`src/rtl/cory_rr_merge2.sv`:
```
// rtl/cory_rr_merge2.sv - two-input round-robin merge with 2-entry registered output buffer
// Define CORY_RR_MERGE2_LOCK_EN to hold the grant on one input until its last-of-packet beat.
module cory_rr_merge2 #(
  parameter int N = 8
) (
  input  logic         clk,
  input  logic         reset_n,
  input  logic         i_a0_v,
  input  logic [N-1:0] i_a0_d,
  input  logic         i_a0_l,
  output logic         o_a0_r,
  input  logic         i_a1_v,
  input  logic [N-1:0] i_a1_d,
  input  logic         i_a1_l,
  output logic         o_a1_r,
  output logic         o_z_v,
  output logic [N-1:0] o_z_d,
  output logic         o_z_l,
  output logic         o_z_s,
  input  logic         i_z_r
);

  localparam int W = N + 2;

  // Buffer entries hold {data, last, source}; ent0 is always the head.
  logic [W-1:0] ent0_q, ent0_d, ent1_q, ent1_d;
  logic [1:0]   cnt_q, cnt_d;
  logic         pri_q, pri_d;
  logic         space, gnt_v, gnt, push, pop;
  logic [W-1:0] in_ent;
`ifdef CORY_RR_MERGE2_LOCK_EN
  logic         lock_q, lock_d, lsrc_q, lsrc_d;
`endif

  always_comb begin
    space = (cnt_q != 2'd2);
    gnt_v = i_a0_v | i_a1_v;
    gnt   = (i_a0_v && i_a1_v) ? pri_q : i_a1_v;
`ifdef CORY_RR_MERGE2_LOCK_EN
    if (lock_q) begin
      gnt   = lsrc_q;
      gnt_v = lsrc_q ? i_a1_v : i_a0_v;
    end
`endif
    // Readies come only from registered occupancy, never from i_z_r.
    o_a0_r = reset_n & space & gnt_v & ~gnt;
    o_a1_r = reset_n & space & gnt_v & gnt;
    push   = (o_a0_r & i_a0_v) | (o_a1_r & i_a1_v);
    pop    = (cnt_q != 2'd0) & i_z_r;
    in_ent = gnt ? {i_a1_d, i_a1_l, 1'b1} : {i_a0_d, i_a0_l, 1'b0};
  end

  always_comb begin
    ent0_d = ent0_q;
    ent1_d = ent1_q;
    cnt_d  = cnt_q + {1'b0, push} - {1'b0, pop};
    pri_d  = pri_q;
    case (cnt_q)
      2'd0: if (push) ent0_d = in_ent;
      2'd1: begin
        if (push && pop) ent0_d = in_ent;
        else if (push)   ent1_d = in_ent;
      end
      default: if (pop) ent0_d = ent1_q;
    endcase
`ifdef CORY_RR_MERGE2_LOCK_EN
    lock_d = lock_q;
    lsrc_d = lsrc_q;
    if (push) begin
      lock_d = ~in_ent[1];
      lsrc_d = gnt;
      if (in_ent[1]) pri_d = ~gnt;
    end
`else
    if (push) pri_d = ~gnt;
`endif
  end

  always_ff @(posedge clk or negedge reset_n) begin
    if (!reset_n) begin
      ent0_q <= '0;
      ent1_q <= '0;
      cnt_q  <= 2'd0;
      pri_q  <= 1'b0;
`ifdef CORY_RR_MERGE2_LOCK_EN
      lock_q <= 1'b0;
      lsrc_q <= 1'b0;
`endif
    end else begin
      ent0_q <= ent0_d;
      ent1_q <= ent1_d;
      cnt_q  <= cnt_d;
      pri_q  <= pri_d;
`ifdef CORY_RR_MERGE2_LOCK_EN
      lock_q <= lock_d;
      lsrc_q <= lsrc_d;
`endif
    end
  end

  assign o_z_v = (cnt_q != 2'd0);
  assign o_z_d = ent0_q[W-1:2];
  assign o_z_l = ent0_q[1];
  assign o_z_s = ent0_q[0];

endmodule

```
`config.mk`:
```
export PLATFORM = sky130hd
export DESIGN_NAME = cory_rr_merge2
export DESIGN_NICKNAME = d
export VERILOG_FILES = /design/src/rtl/cory_rr_merge2.sv
export SDC_FILE = /design/constraint.sdc
export NUM_CORES = 1
export LEC_CHECK = 0
export ABC_AREA = 1
export ABC_CLOCK_PERIOD_IN_PS = 3100
export CAP_MARGIN = 15
export CORE_ASPECT_RATIO = 0.9
export CORE_MARGIN = 5
export CORE_UTILIZATION = 50
export CTS_CLUSTER_DIAMETER = 50
export DETAILED_ROUTE_END_ITERATION = 8
export PLACE_DENSITY = 0.86
export SLEW_MARGIN = 0
export SYNTH_ARGS = -nofsm -noshare
export SYNTH_HDL_FRONTEND = slang
export SYNTH_SLANG_ARGS = --single-unit
```
`constraint.sdc`:
```
create_clock -name clk -period 3.1 [get_ports clk]
set_clock_uncertainty 0.1 [all_clocks]
set_input_delay 0.62 -clock clk [delete_from_list [all_inputs] [get_ports clk]]
set_output_delay 0.62 -clock clk [all_outputs]
set_load 0.005 [all_outputs]
```
Word level (Yosys, flattened, before mapping)
Index checks and enable logic that the tools add are counted.
Widths: inputs -> output; s select.
{ "word_totals": {"regBits": 23, "in_bits": 23, "output_inout_bits": 13, "word_cells": 34} }
{ "classes": {"add_sub_neg": 2, "n_eq_ne": 4, "muxes": 6, "n_bitwise": 11, "n_reduce_logical": 7} }
{ "ops": {"columns": ["operator", "count"], "rows": [
  ["$mux 10", 4],
  ["$pmux 10 s2", 1],
  ["$and 1x1->1", 7],
  ["$ne 2x2->1 const B", 3],
  ["$reduce_and 3->1", 2],
  ["$reduce_bool 3->1", 1],
  ["$add 2x1->2", 1],
  ["$eq 2x1->1 const B", 1],
  ["$logic_and 1x1->1", 2],
  ["$logic_not 2->1", 1],
  ["$not 1->1", 2],
  ["$or 1x1->1", 2],
  ["$reduce_bool 2->1", 1],
  ["$sub 2x1->2", 1],
  ["$mux 1", 1]
]} }

Depth between registers and ports, before layout
Gate-level depths: netlist of run 1.
{ "depth": {"word_depth": 9, "ltp_mapped": 9, "mapped_depth_nobuf": 9} }

Least setup slack after synthesis of run 1
OpenSTA, ideal clock, no wires.
{ "synth_timing": {"path_kind": "input -> register", "startpoint": "in i_a0_v", "endpoint": "reg cnt_q[1]", "setup_time_ns": 0.129, "arrival_time_ns": 1.616, "required_time_ns": 2.871, "setup_slack_ns": 1.256, "stages": 9, "n_path_buf": 0, "cell_sequence": "inv_1 -> nand2_1 -> nand3_2 -> inv_1 -> ha_1 -> inv_1 -> ha_1 -> xnor2_1 -> xor2_1"} }
{ "synth_between": {"elab_chain_len": 8, "elab_cells_between_ends": 12, "classes_between": "2 x add/sub; 1 x mux; 8 x bitwise; 1 x reduce/logical"} }
{ "synth_lines": {"columns": ["item", "line", "text"], "rows": [
  ["start: declaration", "8", "input logic i_a0_v,"],
  ["$logic_and 1x1->1", "38", "gnt = (i_a0_v && i_a1_v) ? pri_q : i_a1_v;"],
  ["$mux 1", "38", null],
  ["$not 1->1", "46", "o_a0_r = reset_n & space & gnt_v & ~gnt;"],
  ["$and 1x1->1", "46", null],
  ["$and 1x1->1", "48", "push = (o_a0_r & i_a0_v) | (o_a1_r & i_a1_v);"],
  ["$or 1x1->1 (*)", "48", null],
  ["$add 2x1->2 (*)", "56", "cnt_d = cnt_q + {1'b0, push} - {1'b0, pop};"],
  ["$sub 2x1->2 (*)", "56", null],
  ["net cnt_d[1]", "27", "logic [1:0] cnt_q, cnt_d;"],
  ["end signal: assignment", "92", "cnt_q <= cnt_d;"],
  ["end: declaration", "27", null]
]} }
Mark *: on every way through the listed nets, which the timed path passes. The rest lies on a longest branch.
A chain may end at the register's enable or synchronous reset.

Worst setup path in the final report of run 1
{ "layout_timing": {"startpoint": "in i_a0_v", "endpoint": "out o_a0_r"} }
{ "layout_between": {"elab_chain_len": 4, "elab_cells_between_ends": 6, "classes_between": "1 x mux; 4 x bitwise; 1 x reduce/logical"} }
{ "layout_lines": {"columns": ["item", "line", "text"], "rows": [
  ["$logic_and 1x1->1", "38", null],
  ["$mux 1", "38", null],
  ["$not 1->1", "46", null],
  ["$and 1x1->1 (*)", "46", null],
  ["end: declaration", "11", "output logic o_a0_r,"]
]} }
Every way passes the cells marked *; elsewhere a longest branch is shown, timed or not.

==> metrics, run 1 <==
status=complete, no violations; Static Leak=0.9521 nW; worst setup path endpoint=o_a0_r; starting density of the core=52.89%; area share of the largest cell type after synthesis=44.10%; PwrDens=783.6 nW/um2; nets@finish=245; worst setup margin=0.2615 ns; gpl congestion=0.8397; Max rail drop VDD=0.0004863 V; CORE AREA=2467 um2; antenna violations before repair=0; Syn Nets=209; chip height=58.47 um; Max Cap Viol=0; crit path DAT=2.12 ns; CP Data Required Time=2.38 ns; total CTS buffers=3; gr usage total=16.77%; number of antenna repair diodes=0; Post-Syn Area per Cell=7.131 um2; fill cell count=215; Buffers on Ports=35; postcts setup bufs=0; share of cells above drive strength 1=5.963%; total number of yosys warnings=0; I/O Pins=36; multi-input logic area=586.8 um2; maximum root-to-sink buffer count=2; Inst Count DP=242; H-tree depth=1; fin crit period=2.838 ns; Routed Wire Length=3036 um; setup TNS=0 ns; Synth cell types=20; RSZ-0062 raised after global routing=false; total number of vias=1229; Max Slew Vio Count=0; pin count of the biggest net entering global routing=24; FF+latch area=575.6 um2; Site Rows=17; Final setup viols=0; average wire per standard cell=12.34 um; Hold Vio Cnt, Final=0; chip width=63.85 um; reg2reg end=ent1_q[8]$_DFFE_PN0P_; commonest non-fill, non-tap cells in the layout=nand2_1 (80), clkdlybuf4s50_1 (35), inv_1 (28); clk sink count=23; number of global-route vias before repair=1172; Area growth syn-to-layout=29.91%; Post-Layout Cell Count=246; 1st-iter DRT viols=79; most common cell after layout, fill and taps aside=nand2_1; r2r setup slk=0.88 ns; Detail Placement HPWL=2272 um; PostCTS Resize Cnt=0; Post-Synthesis Cells=183; largest cells by area after synthesis=dfrtp_1 (44%), nand2_1 (23%), inv_1 (8.1%); Critical Path Fanout Max=5; worst r2r src=cnt_q[1]$_DFF_PN0_; crit end category=output pin; WHS=0.3930 ns; cell taking the most area after synthesis=dfrtp_1; Synth Cell Area=1305 um2; Antenna Nets Post-Route=0; critical path startpoint=i_a0_v; worst hold path class=reg2reg; CTS clk-pin slew, worst paths=0.13 ns; length in cells of the worst reg-to-reg path=7; Total Die Area=3733 um2; worst skew pair latency=0.32 ns; final core occ=68.71%; DRC=0; CTS Hold Bufs=0; Root Driver=clkbuf_4; startpoint types=primary input; sequential area share after synthesis=44.10%; #FFs+latches synth=23; Slew headroom=55.85%; Final period util=91.56%; global route overflow=0; f_max=352.3 MHz; First-pass DRT Iterations=4; dpl ws=0.2714 ns; first-pass GRT wire length=5050 um; Avg Vias per Cell=4.996; TritonCTS clock tree=done; Hold Crit Depth=2; Crit Path Class=in2out; worst-margin pin slew=0.6604 ns
==> registers in the layout (all words and copies together), names as in the netlist <==
name and flops:
pri_q 1, cnt_q 2, ent0_q 10, ent1_q 10
==> power breakdown <==
part           switching [mW]  internal (mW)  leakage, nW
clock                  0.0933         0.0484       0.0177
combinational           0.348          0.301        0.647
sequential             0.0987          0.440        0.288
==> metrics by stage <==
step | area, um2 | power (mW)
floorplan | 1305 | 0.9300
detailed placement | 1668 | 1.196
global route | 1695 | 1.451
finish | 1695 | 1.329
CTS | 1695 | 1.336
global placement | 1668 | 1.158
==> cells by family (layout without fill, tap and decap cells) <==
group                    count (synthesis)  in the layout  share of synthesized area (%)
adder cells (fa/ha/maj)                  3              3                          2.877
buffers and inverters                   34             69                          10.93
AND/OR/NAND/NOR                        107            107                          34.23
AO/OA/AOI/OAI                           14             14                          6.520
XOR/XNOR                                 2              2                          1.343
flip-flops                              23             23                          44.10
==> how the worst min path moves through the flow <==
stage                           from               endpoint
5_1_grt        ent0_q[0]$_DFFE_PN0P_  ent0_q[0]$_DFFE_PN0P_
2_1_floorplan                reset_n     cnt_q[0]$_DFF_PN0_
6_report       ent0_q[7]$_DFFE_PN0P_  ent0_q[7]$_DFFE_PN0P_
4_1_cts        ent0_q[0]$_DFFE_PN0P_  ent0_q[0]$_DFFE_PN0P_
3_3_place_gp   ent0_q[0]$_DFFE_PN0P_  ent0_q[0]$_DFFE_PN0P_
3_5_place_dp   ent0_q[7]$_DFFE_PN0P_  ent0_q[7]$_DFFE_PN0P_
==> cells in the mapped netlist <==
cell	number
xnor2_1	1
buf_6	1
nand2_4	1
o21ai_0	10
dfrtp_1	23
o21ai_1	2
a21oi_4	1
ha_1	3
nor2_1	3
nand2_2	3
o21ai_2	1
nand3_2	1
buf_2	2
inv_1	28
nand3_1	19
clkbuf_1	1
clkbuf_2	1
xor2_1	1
buf_4	1
nand2_1	80
==> final cells by class <==
class / count / share of cell area (%)
Multi-Input combinational cell: 126 / 34.61
Sequential cell: 23 / 33.95
Timing Repair Buffer: 37 / 21.55
Inverter: 28 / 6.199
Tap cell: 28 / 2.066
Clock buffer: 3 / 1.328
Clock inverter: 1 / 0.2952
==> critical path, cell delays in order <==
cell and delay, ns:
clkdlybuf4s50_1 0.49, inv_1 0.04, nand2_1 0.08, nand3_2 0.13, inv_1 0.14, nand2_1 0.07
inv_1 0.06, clkdlybuf4s50_1 0.49
==> per-layer routing <==
metal / track usage (%) / routed length (um) / vias up
met1: 20.65 / 1273 / 546
li1: - / - / 625
met2: 28.41 / 1503 / 50
met3: 5.725 / 224 / 8
met4: 3.858 / 35 / 0
met5: 0 / 0 / -
No activity file was read; power rests on OpenSTA's default activity.
==> run 2: changes to the inputs <==
Settings changed: SLEW_MARGIN 0 to 20.
==> results of run 2 <==
Final layout, timing and power as in run 1 (identical DEF).
==> run 3: changes to the inputs <==
Settings changed: ABC_AREA 1 to 0, PLACE_DENSITY 0.86 to 0.87, TNS_END_PERCENT from default to 50.
==> run 3 against run 2 <==
  * Sequential power is 4.6% lower
  * Cell area fell by 3.7%
  * Via count shrank 9.3%
  * First-iteration DRC count down 59%
  * Largest power group unchanged
  * Global-route usage shrank 0.26 points
  * Total power shrank 1.3%
  * Utilization decreased by 0.78 points
  * Cell count fell by 17%
  * Clock power is essentially flat
==> metrics, run 3 <==
total number of vias=1115 (-9.3%); Area growth syn-to-layout=32.49%; Antenna Nets Post-Route=0 (unchanged); worst skew pair latency=0.31 ns (about the same); slowest CP cell=clkdlybuf4s50_1; maximum root-to-sink buffer count=2 (unchanged); multi-input logic area=574.3 um2 (-2.1%); starting density of the core=51.28% (-1.6 points); Post-synth EDFFs=0 (unchanged); gr usage total=16.51% (-0.26 points); number of antenna repair diodes=0 (unchanged); Root Driver=clkbuf_4; share of cells above drive strength 1=7.955% (+2.0 points); worst-margin pin slew=0.6366 ns (-0.02372 ns); f_max=336.0 MHz (-4.6%); chip width=62.33 um (-2.4%); Cell Chain, Critical Path=clkdlybuf4s50_1 > nor2b_1 > nand2b_4 > nor2b_1 > clkdlybuf4s50_1; worst r2r src=cnt_q[1]$_DFF_PN0_; CTS Hold Bufs=0 (unchanged); #FFs+latches synth=23 (unchanged); Final period util=96.02% (+4.5 points); postcts setup bufs=0 (unchanged); Syn Nets=165 (-21%); startpoint types=primary input; average wire per standard cell=14.41 um (+17%); Routed Wire Length=2939 um (-3.2%); RSZ-0062 raised after global routing=false; Tot Pwr=1.311 mW (-1.3%); number of global-route vias before repair=1134 (-3.2%); Hold Vio Cnt, Final=0 (unchanged); Synth Cell Area=1232 um2 (-5.6%); most used flip-flop cell after synthesis=dfrtp_1; CORE AREA=2404 um2 (-2.6%); PwrDens=803.2 nW/um2 (+2.5%); status=complete, no violations; antenna violations before repair=0 (unchanged); crit end category=output pin; total CTS buffers=3 (unchanged); PostCTS Resize Cnt=0 (unchanged); cell taking the most area after synthesis=dfrtp_1; Detail Placement HPWL=2265 um (-0.28%); Max Cap Viol=0 (unchanged); pin count of the biggest net entering global routing=24 (unchanged); Buffers on Ports=35 (unchanged); Slew headroom=57.44% (+1.6 points); Post-Synthesis Cells=139 (-24%); Crit Path Class=in2out; length in cells of the worst reg-to-reg path=9 (+2); reg2reg end=ent1_q[7]$_DFFE_PN0P_; 1st-iter DRT viols=32 (-59%); Commonest cells post-synth=nand2_1 (29), dfrtp_1 (23), nor2_1 (20), o21ai_0 (11); top flop regs=ent0_q: 10 flops, ent1_q: 10 flops, cnt_q: 2 flops; Post-Syn Area per Cell=8.866 um2 (+24%); H-tree depth=1 (unchanged); critical path startpoint=i_a0_v; I/O Pins=36 (unchanged); largest stage delay on the critical path=0.55 ns (+0.06 ns); dpl ws=0.1286 ns (-0.1428 ns); worst hold path class=reg2reg; TritonCTS clock tree=done; final core occ=67.93% (-0.78 points); chip height=57.10 um (-2.3%); CP delay by family, top=buffers and inverters; sequential area share after synthesis=46.70% (+2.6 points); setup TNS=0 ns (unchanged); crit path DAT=2.26 ns (+0.14 ns); CTS clk-pin slew, worst paths=0.12 ns (about the same); worst setup path endpoint=o_a0_r; nets@finish=203 (-17%); clk sink count=23 (unchanged); Critical path buffers and inverters=2 (-3); First-pass DRT Iterations=4 (unchanged); Total Die Area=3559 um2 (-4.7%); total number of yosys warnings=0 (unchanged); DRC=0 (unchanged); gpl congestion=0.7936 (-5.5%); fill cell count=208 (-3.3%); fin crit period=2.977 ns (+0.1381 ns); top-count cell post-synth=nand2_1; commonest non-fill, non-tap cells in the layout=clkdlybuf4s50_1 (35), nand2_1 (29), dfrtp_1 (23); largest cells by area after synthesis=dfrtp_1 (47%), nand2_1 (8.8%), nor2_1 (6.1%); worst setup margin=0.1234 ns (-0.1381 ns); Critical Path Fanout Max=3 (-2); Max rail drop VDD=0.0006116 V (+26%); Synth async-reset ratio=100.0% (unchanged); Static Leak=0.7255 nW (-24%); Synth cell types=23 (+15%); Inst Count DP=200 (-17%); Post-Layout Cell Count=204 (-17%); Max Slew Vio Count=0 (unchanged); first-pass GRT wire length=4816 um (-4.6%); r2r setup slk=0.79 ns (-0.09 ns); global route overflow=0 (unchanged); FF+latch area=575.6 um2 (unchanged); CP Data Required Time=2.38 ns (about the same); Site Rows=17 (unchanged); area share of the largest cell type after synthesis=46.70% (+2.6 points); Final setup viols=0 (unchanged); cell depth of the worst setup path=5 (-3); Avg Vias per Cell=5.466 (+9.4%); most common cell after layout, fill and taps aside=clkdlybuf4s50_1
run 3: through the flow:
stage	instance area, um2	hold WS [ns]
after floorplan	1232	0.2244
after global placement	1607	0.3632
after detailed placement	1607	0.3728
after CTS	1633	0.4008
after global routing	1633	0.4158
final	1633	0.3946
run 3: power breakdown:
part | switching (mW) | internal, mW | leakage (nW)
Clock | 0.0918 | 0.0503 | 0.0150
Combinational | 0.320 | 0.336 | 0.424
Sequential | 0.0729 | 0.440 | 0.287
Total | 0.485 | 0.827 | 0.726
run 3: logic make-up after synthesis:
group | synth area share [%]
AOI/OAI and AO/OA | 22.94
DFF | 46.70
adders and majority gates | 3.046
muxes | 1.218
and+or+nand+nor | 17.97
xor gates and xnor gates | 1.422
buffers and inverters | 6.701
run 3: final cells by class:
class	count	area share (%)
timing repair buffer	42	24.67
multi-input combinational	102	35.17
inverter	5	1.149
clock buffer	4	1.609
sequential	23	35.25
tap	28	2.146
run 3: worst min-delay path by stage:
| stage | cells past startpoint | end | slack [ns] | from |
|---|---|---|---|---|
| floorplan | 0 | cnt_q[0]$_DFF_PN0_ | 0.22 | reset_n |
| global placement | 2 | ent1_q[8]$_DFFE_PN0P_ | 0.36 | ent1_q[8]$_DFFE_PN0P_ |
| detailed placement | 2 | ent1_q[2]$_DFFE_PN0P_ | 0.37 | ent1_q[2]$_DFFE_PN0P_ |
| CTS | 2 | ent1_q[2]$_DFFE_PN0P_ | 0.40 | ent1_q[2]$_DFFE_PN0P_ |
| global route | 2 | ent0_q[6]$_DFFE_PN0P_ | 0.42 | ent0_q[6]$_DFFE_PN0P_ |
| finish | 2 | ent0_q[5]$_DFFE_PN0P_ | 0.39 | ent0_q[5]$_DFFE_PN0P_ |
run 3: layer usage:
layer | part of all wire [%] | up-vias | track usage (%)
met2 | 52 | 43 | 29.73
met1 | 39 | 515 | 17.10
met5 | 0 | - | 0
li1 | - | 549 | -
met4 | 1.9 | 0 | 7.273
met3 | 7.2 | 8 | 6.299
run 3: worst min-delay path, cell delays in order, from the launching register on:
cell and delay [ns]:
dfrtp_1 0.37, nand2_1 0.05, o31ai_1 0.05
